### src/rtl/a_cfg_pkg.sv
// a_cfg_pkg
// Shared constants for the a-domain configuration loader: command word
// geometry, the opcode map of the d2a/a2d command FIFOs, and the helper
// that assembles a response word from payload and opcode.
package a_cfg_pkg;

    localparam int CMD_W    = 32;
    localparam int OPCODE_W = 15;
    localparam int CMD_PL_W = CMD_W - OPCODE_W;

    localparam logic [OPCODE_W-1:0] OP_WR      = 15'd1;
    localparam logic [OPCODE_W-1:0] OP_ACK     = 15'd2;
    localparam logic [OPCODE_W-1:0] OP_SET_IDX = 15'd3;
    localparam logic [OPCODE_W-1:0] OP_RD      = 15'd4;
    localparam logic [OPCODE_W-1:0] OP_RD_RSP  = 15'd5;
    localparam logic [OPCODE_W-1:0] OP_CLEAR   = 15'd6;

    // Response word layout matches the command layout: payload above opcode.
    function automatic logic [CMD_W-1:0] build_resp(
        input logic [CMD_PL_W-1:0] payload,
        input logic [OPCODE_W-1:0] opcode
    );
        return {payload, opcode};
    endfunction

endpackage

### src/rtl/a_cfg_resp_slot.sv
// a_cfg_resp_slot
// One-entry response buffer in front of the a2d command FIFO.
// Ports:
//   clk_i, reset_i  : clock, synchronous active-high reset (drops a pending entry)
//   load_i          : write load_data_i into the slot (caller checks can_accept_o)
//   load_data_i     : response word to queue
//   full_i          : a2d FIFO full
//   can_accept_o    : slot empty, or draining this cycle
//   wr_en_o, din_o  : a2d FIFO push strobe and data
module a_cfg_resp_slot
    import a_cfg_pkg::*;
(
    input  logic             clk_i,
    input  logic             reset_i,
    input  logic             load_i,
    input  logic [CMD_W-1:0] load_data_i,
    input  logic             full_i,
    output logic             can_accept_o,
    output logic             wr_en_o,
    output logic [CMD_W-1:0] din_o
);

    logic             valid_q, valid_d;
    logic [CMD_W-1:0] data_q, data_d;

    assign wr_en_o      = valid_q & ~full_i;
    assign din_o        = data_q;
    // A drain and a load in the same cycle keep the slot occupied with new data.
    assign can_accept_o = ~valid_q | wr_en_o;

    // Next-state: load has priority over drain so back-to-back responses stream.
    always_comb begin
        valid_d = valid_q;
        data_d  = data_q;
        if (load_i) begin
            valid_d = 1'b1;
            data_d  = load_data_i;
        end else if (wr_en_o) begin
            valid_d = 1'b0;
        end else begin
            valid_d = valid_q;
        end
    end

    // Slot registers.
    always_ff @(posedge clk_i) begin
        if (reset_i) begin
            valid_q <= 1'b0;
            data_q  <= '0;
        end else begin
            valid_q <= valid_d;
            data_q  <= data_d;
        end
    end

endmodule

### src/rtl/a_config_loader.sv
// a_config_loader
// Pops configuration commands from the d2a command FIFO (first-word-fall-
// through) and keeps NUM_WORDS words of PAYLOAD_W bits. Handles sequential
// write (WR), pointer set (SET_IDX), readback (RD) and CLEAR; ACK and RD_RSP
// responses leave through a one-entry slot into the a2d command FIFO.
// Opcodes not owned here stay at the FIFO head, flagged on cmd_other_valid,
// until an external consumer pops them with cmd_other_take.
// Ports:
//   clk_a_domain, reset        : clock, synchronous active-high reset
//   fifo_d2a_command_*         : command FIFO pop side (rd_en, dout, empty)
//   fifo_a2d_command_*         : response FIFO push side (wr_en, din, full)
//   cmd_other_valid/_take      : hand-off of non-config opcodes
//   cfg_flat                   : word i at [PAYLOAD_W*i +: PAYLOAD_W]
//   cfg_valid, cfg_ptr         : full set loaded, next write index
//   cfg_error                  : sticky protocol error, cleared by CLEAR
module a_config_loader
    import a_cfg_pkg::*;
#(
    parameter int PAYLOAD_W = 17,
    parameter int NUM_WORDS = 39,
    parameter int IDX_W     = $clog2(NUM_WORDS + 1)
) (
    input  logic                           clk_a_domain,
    input  logic                           reset,
    output logic                           fifo_d2a_command_rd_en,
    input  logic [CMD_W-1:0]               fifo_d2a_command_dout,
    input  logic                           fifo_d2a_command_empty,
    output logic                           fifo_a2d_command_wr_en,
    output logic [CMD_W-1:0]               fifo_a2d_command_din,
    input  logic                           fifo_a2d_command_full,
    output logic                           cmd_other_valid,
    input  logic                           cmd_other_take,
    output logic [NUM_WORDS*PAYLOAD_W-1:0] cfg_flat,
    output logic                           cfg_valid,
    output logic [IDX_W-1:0]               cfg_ptr,
    output logic                           cfg_error
);

    logic [OPCODE_W-1:0]              cmd_op_s;
    logic [CMD_PL_W-1:0]              cmd_pl_s;
    logic                             cmd_owned_s;
    logic                             pop_ok_s;
    logic                             rd_en_s;
    logic                             ptr_full_s;
    logic                             ptr_last_s;
    logic                             idx_ok_s;
    logic                             wr_commit_s;
    logic                             slot_can_accept_s;
    logic                             slot_load_s;
    logic [CMD_W-1:0]                 slot_data_s;
    logic [PAYLOAD_W-1:0]             rd_word_s;
    logic [NUM_WORDS*PAYLOAD_W-1:0]   word_flat_s;

    logic [IDX_W-1:0]                 cfg_ptr_q, cfg_ptr_d;
    logic                             cfg_valid_q, cfg_valid_d;
    logic                             cfg_error_q, cfg_error_d;

    assign cmd_op_s   = fifo_d2a_command_dout[OPCODE_W-1:0];
    assign cmd_pl_s   = fifo_d2a_command_dout[CMD_W-1:OPCODE_W];
    assign ptr_full_s = (cfg_ptr_q == IDX_W'(NUM_WORDS));
    assign ptr_last_s = (cfg_ptr_q == IDX_W'(NUM_WORDS - 1));
    // Index check uses the full payload so large indices never alias.
    assign idx_ok_s   = (cmd_pl_s < CMD_PL_W'(NUM_WORDS));

    // Ownership decode of the head opcode.
    always_comb begin
        case (cmd_op_s)
            OP_WR, OP_SET_IDX, OP_RD, OP_CLEAR: cmd_owned_s = 1'b1;
            default:                            cmd_owned_s = 1'b0;
        endcase
    end

    assign cmd_other_valid = ~fifo_d2a_command_empty & ~cmd_owned_s;

    // Per-opcode pop permission. A WR that overflows produces no response,
    // so only an in-range WR waits for the response slot.
    always_comb begin
        case (cmd_op_s)
            OP_WR:               pop_ok_s = ptr_full_s | slot_can_accept_s;
            OP_SET_IDX, OP_CLEAR: pop_ok_s = 1'b1;
            OP_RD:               pop_ok_s = slot_can_accept_s;
            default:             pop_ok_s = cmd_other_take & cmd_other_valid;
        endcase
    end

    assign rd_en_s                = ~fifo_d2a_command_empty & pop_ok_s;
    assign fifo_d2a_command_rd_en = rd_en_s;

    // Readback mux; an out-of-range index matches no word and returns zero.
    always_comb begin
        rd_word_s = '0;
        for (int i = 0; i < NUM_WORDS; i++) begin
            if (cmd_pl_s == CMD_PL_W'(i)) begin
                rd_word_s = word_flat_s[PAYLOAD_W*i +: PAYLOAD_W];
            end else begin
                rd_word_s = rd_word_s;
            end
        end
    end

    // Command execution: next pointer/flags and response slot load.
    always_comb begin
        cfg_ptr_d   = cfg_ptr_q;
        cfg_valid_d = cfg_valid_q;
        cfg_error_d = cfg_error_q;
        wr_commit_s = 1'b0;
        slot_load_s = 1'b0;
        slot_data_s = '0;
        if (rd_en_s) begin
            case (cmd_op_s)
                OP_WR: begin
                    if (!ptr_full_s) begin
                        wr_commit_s = 1'b1;
                        cfg_ptr_d   = cfg_ptr_q + IDX_W'(1);
                        if (ptr_last_s) begin
                            cfg_valid_d = 1'b1;
                            slot_load_s = 1'b1;
                            slot_data_s = build_resp('0, OP_ACK);
                        end else begin
                            cfg_valid_d = cfg_valid_q;
                        end
                    end else begin
                        cfg_error_d = 1'b1;
                    end
                end
                OP_SET_IDX: begin
                    if (idx_ok_s) begin
                        cfg_ptr_d = cmd_pl_s[IDX_W-1:0];
                    end else begin
                        cfg_error_d = 1'b1;
                    end
                end
                OP_RD: begin
                    slot_load_s = 1'b1;
                    slot_data_s = build_resp(CMD_PL_W'(rd_word_s), OP_RD_RSP);
                    if (idx_ok_s) begin
                        cfg_error_d = cfg_error_q;
                    end else begin
                        cfg_error_d = 1'b1;
                    end
                end
                OP_CLEAR: begin
                    cfg_ptr_d   = '0;
                    cfg_valid_d = 1'b0;
                    cfg_error_d = 1'b0;
                end
                default: begin
                    cfg_ptr_d = cfg_ptr_q;
                end
            endcase
        end else begin
            cfg_ptr_d = cfg_ptr_q;
        end
    end

    // Pointer and status registers.
    always_ff @(posedge clk_a_domain) begin
        if (reset) begin
            cfg_ptr_q   <= '0;
            cfg_valid_q <= 1'b0;
            cfg_error_q <= 1'b0;
        end else begin
            cfg_ptr_q   <= cfg_ptr_d;
            cfg_valid_q <= cfg_valid_d;
            cfg_error_q <= cfg_error_d;
        end
    end

    // Storage: one register per word, write enable decoded from the pointer.
    for (genvar g = 0; g < NUM_WORDS; g++) begin : g_word
        logic                 we_s;
        logic [PAYLOAD_W-1:0] word_q;

        assign we_s = wr_commit_s & (cfg_ptr_q == IDX_W'(g));

        // Word register; CLEAR deliberately leaves contents untouched.
        always_ff @(posedge clk_a_domain) begin
            if (reset) begin
                word_q <= '0;
            end else if (we_s) begin
                word_q <= cmd_pl_s[PAYLOAD_W-1:0];
            end else begin
                word_q <= word_q;
            end
        end

        assign word_flat_s[PAYLOAD_W*g +: PAYLOAD_W] = word_q;
    end

    a_cfg_resp_slot u_resp_slot (
        .clk_i        (clk_a_domain),
        .reset_i      (reset),
        .load_i       (slot_load_s),
        .load_data_i  (slot_data_s),
        .full_i       (fifo_a2d_command_full),
        .can_accept_o (slot_can_accept_s),
        .wr_en_o      (fifo_a2d_command_wr_en),
        .din_o        (fifo_a2d_command_din)
    );

    assign cfg_flat  = word_flat_s;
    assign cfg_valid = cfg_valid_q;
    assign cfg_ptr   = cfg_ptr_q;
    assign cfg_error = cfg_error_q;

endmodule
### config.mk
export PLATFORM = sky130hd
export DESIGN_NAME = a_config_loader
export DESIGN_NICKNAME = d
export VERILOG_FILES = /design/src/rtl/a_cfg_pkg.sv /design/src/rtl/a_cfg_resp_slot.sv /design/src/rtl/a_config_loader.sv
export SDC_FILE = /design/constraint.sdc
export NUM_CORES = 2
export LEC_CHECK = 0
export ABC_AREA = 1
export CORE_AREA = 2 2 286 288
export DETAILED_ROUTE_END_ITERATION = 16
export DIE_AREA = 0 0 288 290
export PLACE_DENSITY = 0.65
export SYNTH_ARGS = -nofsm -noshare
export SYNTH_HDL_FRONTEND = slang
export SYNTH_SLANG_ARGS = --single-unit
### constraint.sdc
create_clock -name clk_a_domain -period 8.6 [get_ports clk_a_domain]
set_input_delay 2.15 -clock clk_a_domain [delete_from_list [all_inputs] [get_ports clk_a_domain]]
set_output_delay 2.15 -clock clk_a_domain [all_outputs]
set_load 0.1 [all_outputs]
Word-level counts from Yosys, hierarchy flattened. Cells that the tools add are included.

Register bits: 704. Bits in latches: 0. Bits in writable memories: 0. ROM bits: 0. Input port bits: 37. Word-level logic and storage cells: 256. Memories: 0.

$add $sub $neg: 1. Multipliers: 0. Div/mod/pow operators: 0. Order comparisons: 1. Eq/ne operators: 86. Shift operators: 0. Muxes and demuxes: 63. Bitwise gates (word level): 49. Reductions and logical operators: 12.

Operator list (count): 2-to-1 mux 17 bit (39); == test 17 x 5 -> 1 bit, second input constant (16); == test 17 x 4 -> 1 bit, second input constant (8); == test 17 x 6 -> 1 bit, second input constant (7); == test 6 x 5 -> 1 bit, second input constant (16); == test 17 x 3 -> 1 bit, second input constant (4); case mux 32 bit (2 select lines) (1); == test 6 x 4 -> 1 bit, second input constant (8); == test 6 bit, second input constant (8); bitwise AND 1 bit (43); == test 17 x 2 -> 1 bit, second input constant (2); 2-to-1 mux 32 bit (1); == test 15 x 3 -> 1 bit, second input constant (2); == test 6 x 3 -> 1 bit, second input constant (4); case mux 6 bit (3 select lines) (1); == test 17 x 1 -> 1 bit, second input constant (1); logical NOT 17 bit (1); less-than comparator 17 x 6 -> 1 bit, second input constant (1); == test 15 x 1 -> 1 bit, second input constant (1); == test 15 x 2 -> 1 bit, second input constant (1); 2-to-1 mux 1 bit (13); == test 6 x 2 -> 1 bit, second input constant (2); 2-to-1 mux 6 bit (2); AND reduction 4 bit (3); other kinds (13) (27).

Longest topological paths before layout.
Depth after elaboration: 42. Depth in mapped cells: 32. Gate-level depth less buffers: 31.

By module. From an unflattened synthesis, not the netlist that was laid out.

Cell total of the unflattened synthesis: 4085. Area total of the unflattened synthesis: 29657.2 sq um.

By module, submodules not included: a_config_loader (instances 1, cells each 3876, area each 28292.1 sq um, seq. area each 13432.9 sq um); a_cfg_resp_slot (instances 1, cells each 209, area each 1365.1 sq um, seq. area each 660.6 sq um).

Least setup slack after synthesis. Ideal clock, no wire load.

Kind: input port to output port. Start: in fifo_d2a_command_dout[9]. End: out cmd_other_valid. Data arrival time: 4.716 ns. Data required time: 6.450 ns. Slack: 1.734 ns. Stages on the path: 6. Cells stage by stage: or4_4 nor4_4 buf_4 nand3_1 nand2_1 nor3_1.

Longest elaborated chain between the ends: 5. Elaborated cells between the ends (all ways): 8.

RTL lines: start, declared (RTL line a_config_loader.sv:26) `input logic [CMD_W-1:0] fifo_d2a_command_dout,`; == test 15 x 3 -> 1 bit (tied with other cells) (RTL line a_config_loader.sv:67) `case (cmd_op_s)`; OR reduction 4 bit * (RTL line a_config_loader.sv:67); 2-to-1 mux 1 bit * (RTL line a_config_loader.sv:67); NOT 1 bit * (RTL line a_config_loader.sv:73) `assign cmd_other_valid = ~fifo_d2a_command_empty & ~cmd_owned_s;`; bitwise AND 1 bit * (RTL line a_config_loader.sv:73); end, declared (RTL line a_config_loader.sv:31) `output logic cmd_other_valid,`.

Mark *: on every way between the ends. The rest lies on a longest branch, timed or not.

Worst setup path after layout. Ends and elaborated chain as after synthesis.

==> impl_metrics.tcl <==
set metrics [dict create \
    outcome "finished, final reports clean" \
    critPathMaxStageDelay_ns 0.98 \
    peakVddDrop_mv 0.132 \
    ys_seq_area_share_pct 46.1 \
    grt.total_usage_pct 33.3 \
    clkLatencyLatePin_ns 0.64 \
    crit_chain "clkdlybuf4s50_1 > or4_4 > nor4_4 > nand3_1 > nand2_2 > nor3_1 > clkdlybuf4s50_1" \
    crit_path_start_kind "input port" \
    vias_per_cell 5.64 \
    grt_pass1_wl_mm 207 \
    synth_compound_area_share_pct 23.2 \
    final-setup-viol-count 0 \
    slew_headroom_pct 13.2 \
    dpl.hpwl_mm 104 \
    grt_overflow 0 \
    crit_path_max_fanout 11 \
    grt_pass1_vias 28900 \
    io_buffers 730 \
    clk_path_buf_depth 3 \
    cp_num_cells 7 \
    final_util_pct 50.3 \
    crit_type "input port to output port" \
    fin_tns_setup_ns 0 \
    period_needed_ns 7.31 \
    synth_fa_ha_area_share_pct 0.167 \
    synth_cell_types 48 \
    drv_slew 0 \
    yosysTopAreaCellShare_pct 46.1 \
    cts_buffers 76 \
    synthSimpleGateAreaFrac_pct 21.7 \
    die-height_um 290 \
    critPathMostFrequentCell "clkdlybuf4s50_1" \
    postCtsHoldBufs 0 \
    power.density_nw_per_um2 173 \
    rows 104 \
    rsz0062_at_grt "no" \
    netlist.top_cell.by_area "dfxtp_1" \
    synth-edff-count 0 \
    synth_top_family_by_area "compound AO/OA/AOI/OAI gates" \
    fillCellCount 7929 \
    synthMuxAreaShare_pct 0 \
    ys_warn_count 0 \
    core_um2 80200 \
    routedWlPerCell_um 25.5 \
    final_antenna_net_count 0 \
    clk_pin_slew_worst_paths_ns 0.06 \
    synth_area_um2 30000 \
    area_growth_pct 34.4 \
    cts_setup_buffers 0 \
    antenna_found_initial 1 \
    fin_worst_skew_ns 0.0328 \
    wl_mm 145 \
    fmax_mhz 137 \
    async_flop_share_pct 0 \
    drtIter0Drc 4123 \
    vias 32100 \
    dieArea_um2 83500 \
    r2r_setup_slack_ns 4.47 \
    critPathArrivalTime_ns 5.16 \
    cts_tree "built" \
    gp_congestion 0.972 \
    cp_top_family "simple AND/OR/NAND/NOR gates" \
    final_common_cell "clkdlybuf4s50_1" \
    max_cap_violations 0 \
    hold_depth 2 \
    synth-xor-area-share_pct 0.0876 \
    dp.cells 5545 \
    io-pin-count 743 \
    drive_gt1_share_pct 7.38 \
    leakagePower_uw 0.0143 \
    critPathBufInv 2 \
    cts_num_sinks 691 \
    hold_viol_final 0 \
    hold_class "register to register" \
    route.detailed.drc 0 \
    ys.flop_type "dfxtp_1" \
    ys_ff_latch 691 \
    reg2regPathDepth 14 \
    final_nets 4604 \
    syn_inst 4008 \
    cts_resized 0 \
    worst_pin_slew_ns 1.30 \
    endpoint_kind "output port" \
    firstDrtPassIters 6 \
    h-tree-depth 3 \
    grt_max_degree 212 \
    die_x_um 288 \
    start_util_pct 37.4 \
    required_ns 6.45 \
    critPathSlowestCell "clkdlybuf4s50_1" \
    cts-root-buf "clkbuf_16" \
    final_cells 5682 \
    period_share_pct 85.0 \
    most-common-layout-cells "clkdlybuf4s50_1, dfxtp_1, a21oi_1, nor2_1, o21ai_0" \
    synth_area_per_cell_um2 7.48 \
    synthTopCellsByArea "dfxtp_1, a21oi_1, o21ai_0" \
]
where the power goes:
part	total (uW)	internal [uW]	switching, uW
Combinational	235	35.2	200
Clock	3530	2100	1440
Sequential	3200	3200	0.00394
Total	6970	5330	1640
synthesized netlist by cell type (2+ instances only):
library cell / instances
a211oi_1: 170
a21oi_1: 566
a31oi_1: 4
buf_1: 2
buf_2: 110
buf_4: 38
buf_6: 7
clkbuf_1: 177
clkinv_1: 7
dfxtp_1: 691
ha_1: 4
inv_1: 234
inv_2: 27
nand2_1: 488
nand2_2: 4
nand2_4: 5
nand3_1: 107
nand3_2: 9
nand3_4: 3
nand3b_1: 4
nand4_1: 153
nor2_1: 532
nor2_2: 20
nor2_4: 32
nor3_1: 29
nor3_2: 4
nor3_4: 8
nor3b_1: 3
nor4_4: 2
nor4b_1: 2
o2111ai_1: 6
o211ai_1: 2
o21ai_0: 519
o21ai_1: 18
o21bai_1: 4
o22ai_1: 3
xor2_1: 3
state kept, by name, indices dropped and copies added, names as in the netlist:
register	flops
u_resp_slot.valid_q	1
cfg_ptr	6
cfg_valid	1
g_word.word_q	663
u_resp_slot.din_o	19
cfg_error	1
final timing paths:
check | startpoint | end
setup / recovery | fifo_d2a_command_dout[9] | cmd_other_valid
setup reg to reg | cfg_ptr[0]$_SDFFE_PP0P_ | g_word[10].word_q[15]$_SDFFE_PP0P_
hold / removal | u_resp_slot.din_o[1]$_SDFFE_PP0P_ | u_resp_slot.din_o[1]$_SDFFE_PP0P_
hold reg to reg | u_resp_slot.din_o[1]$_SDFFE_PP0P_ | u_resp_slot.din_o[1]$_SDFFE_PP0P_
kinds of logic after synthesis:
kind of cell,count (synthesis)
simple gates,1410
compound gates,1295
flops,691
buf+inv,604
fa+ha+maj,4
xor+xnor,3
other cells,1
routing by layer:
metal / GRT usage, % / part of all wire, %
met5: 0 / 0
met4: 15.8 / 5.5
met3: 6.61 / 9.4
met2: 51.6 / 45
met1: 44.1 / 40
cell type report:
class	instances	area [um^2]	share of cell area [%]
Clock inverter	26	423	1.05
Antenna cell	1	2.50	0.00621
Inverter	270	1020	2.54
Sequential cell	691	13800	34.3
Tap cell	1060	1330	3.29
Clock buffer	110	2280	5.66
Multi-Input combinational cell	2724	13600	33.8
Timing Repair Buffer	800	7810	19.4
stage by stage:
step                      instance area, um^2  hold WS (ns)  total power [uW]  setup slack [ns]
final                                   40300         0.477              6970              1.29
after global routing                    40300         0.487              7120              1.13
after CTS                               40300         0.475              6980              1.30
after detailed placement                37600         0.460              3500              1.32
after global placement                  37600         0.455              3500              1.34
after floorplan                         30000         0.449              3410              1.73
worst reg2reg max path, cell delays in order, from the launching register on:
cell       delay [ns]
dfxtp_1          0.53
ha_1             0.34
inv_1            0.08
nor3_1           0.13
inv_1            0.18
nor2_1           0.27
inv_1            0.10
o2111ai_1        0.20
nand3_1          0.16
nor2_1           0.41
inv_1            0.28
nor3_4           0.79
buf_4            0.34
nor2_1           0.06
a211oi_1         0.16
Note: power is estimated with default switching activity, not from simulation.
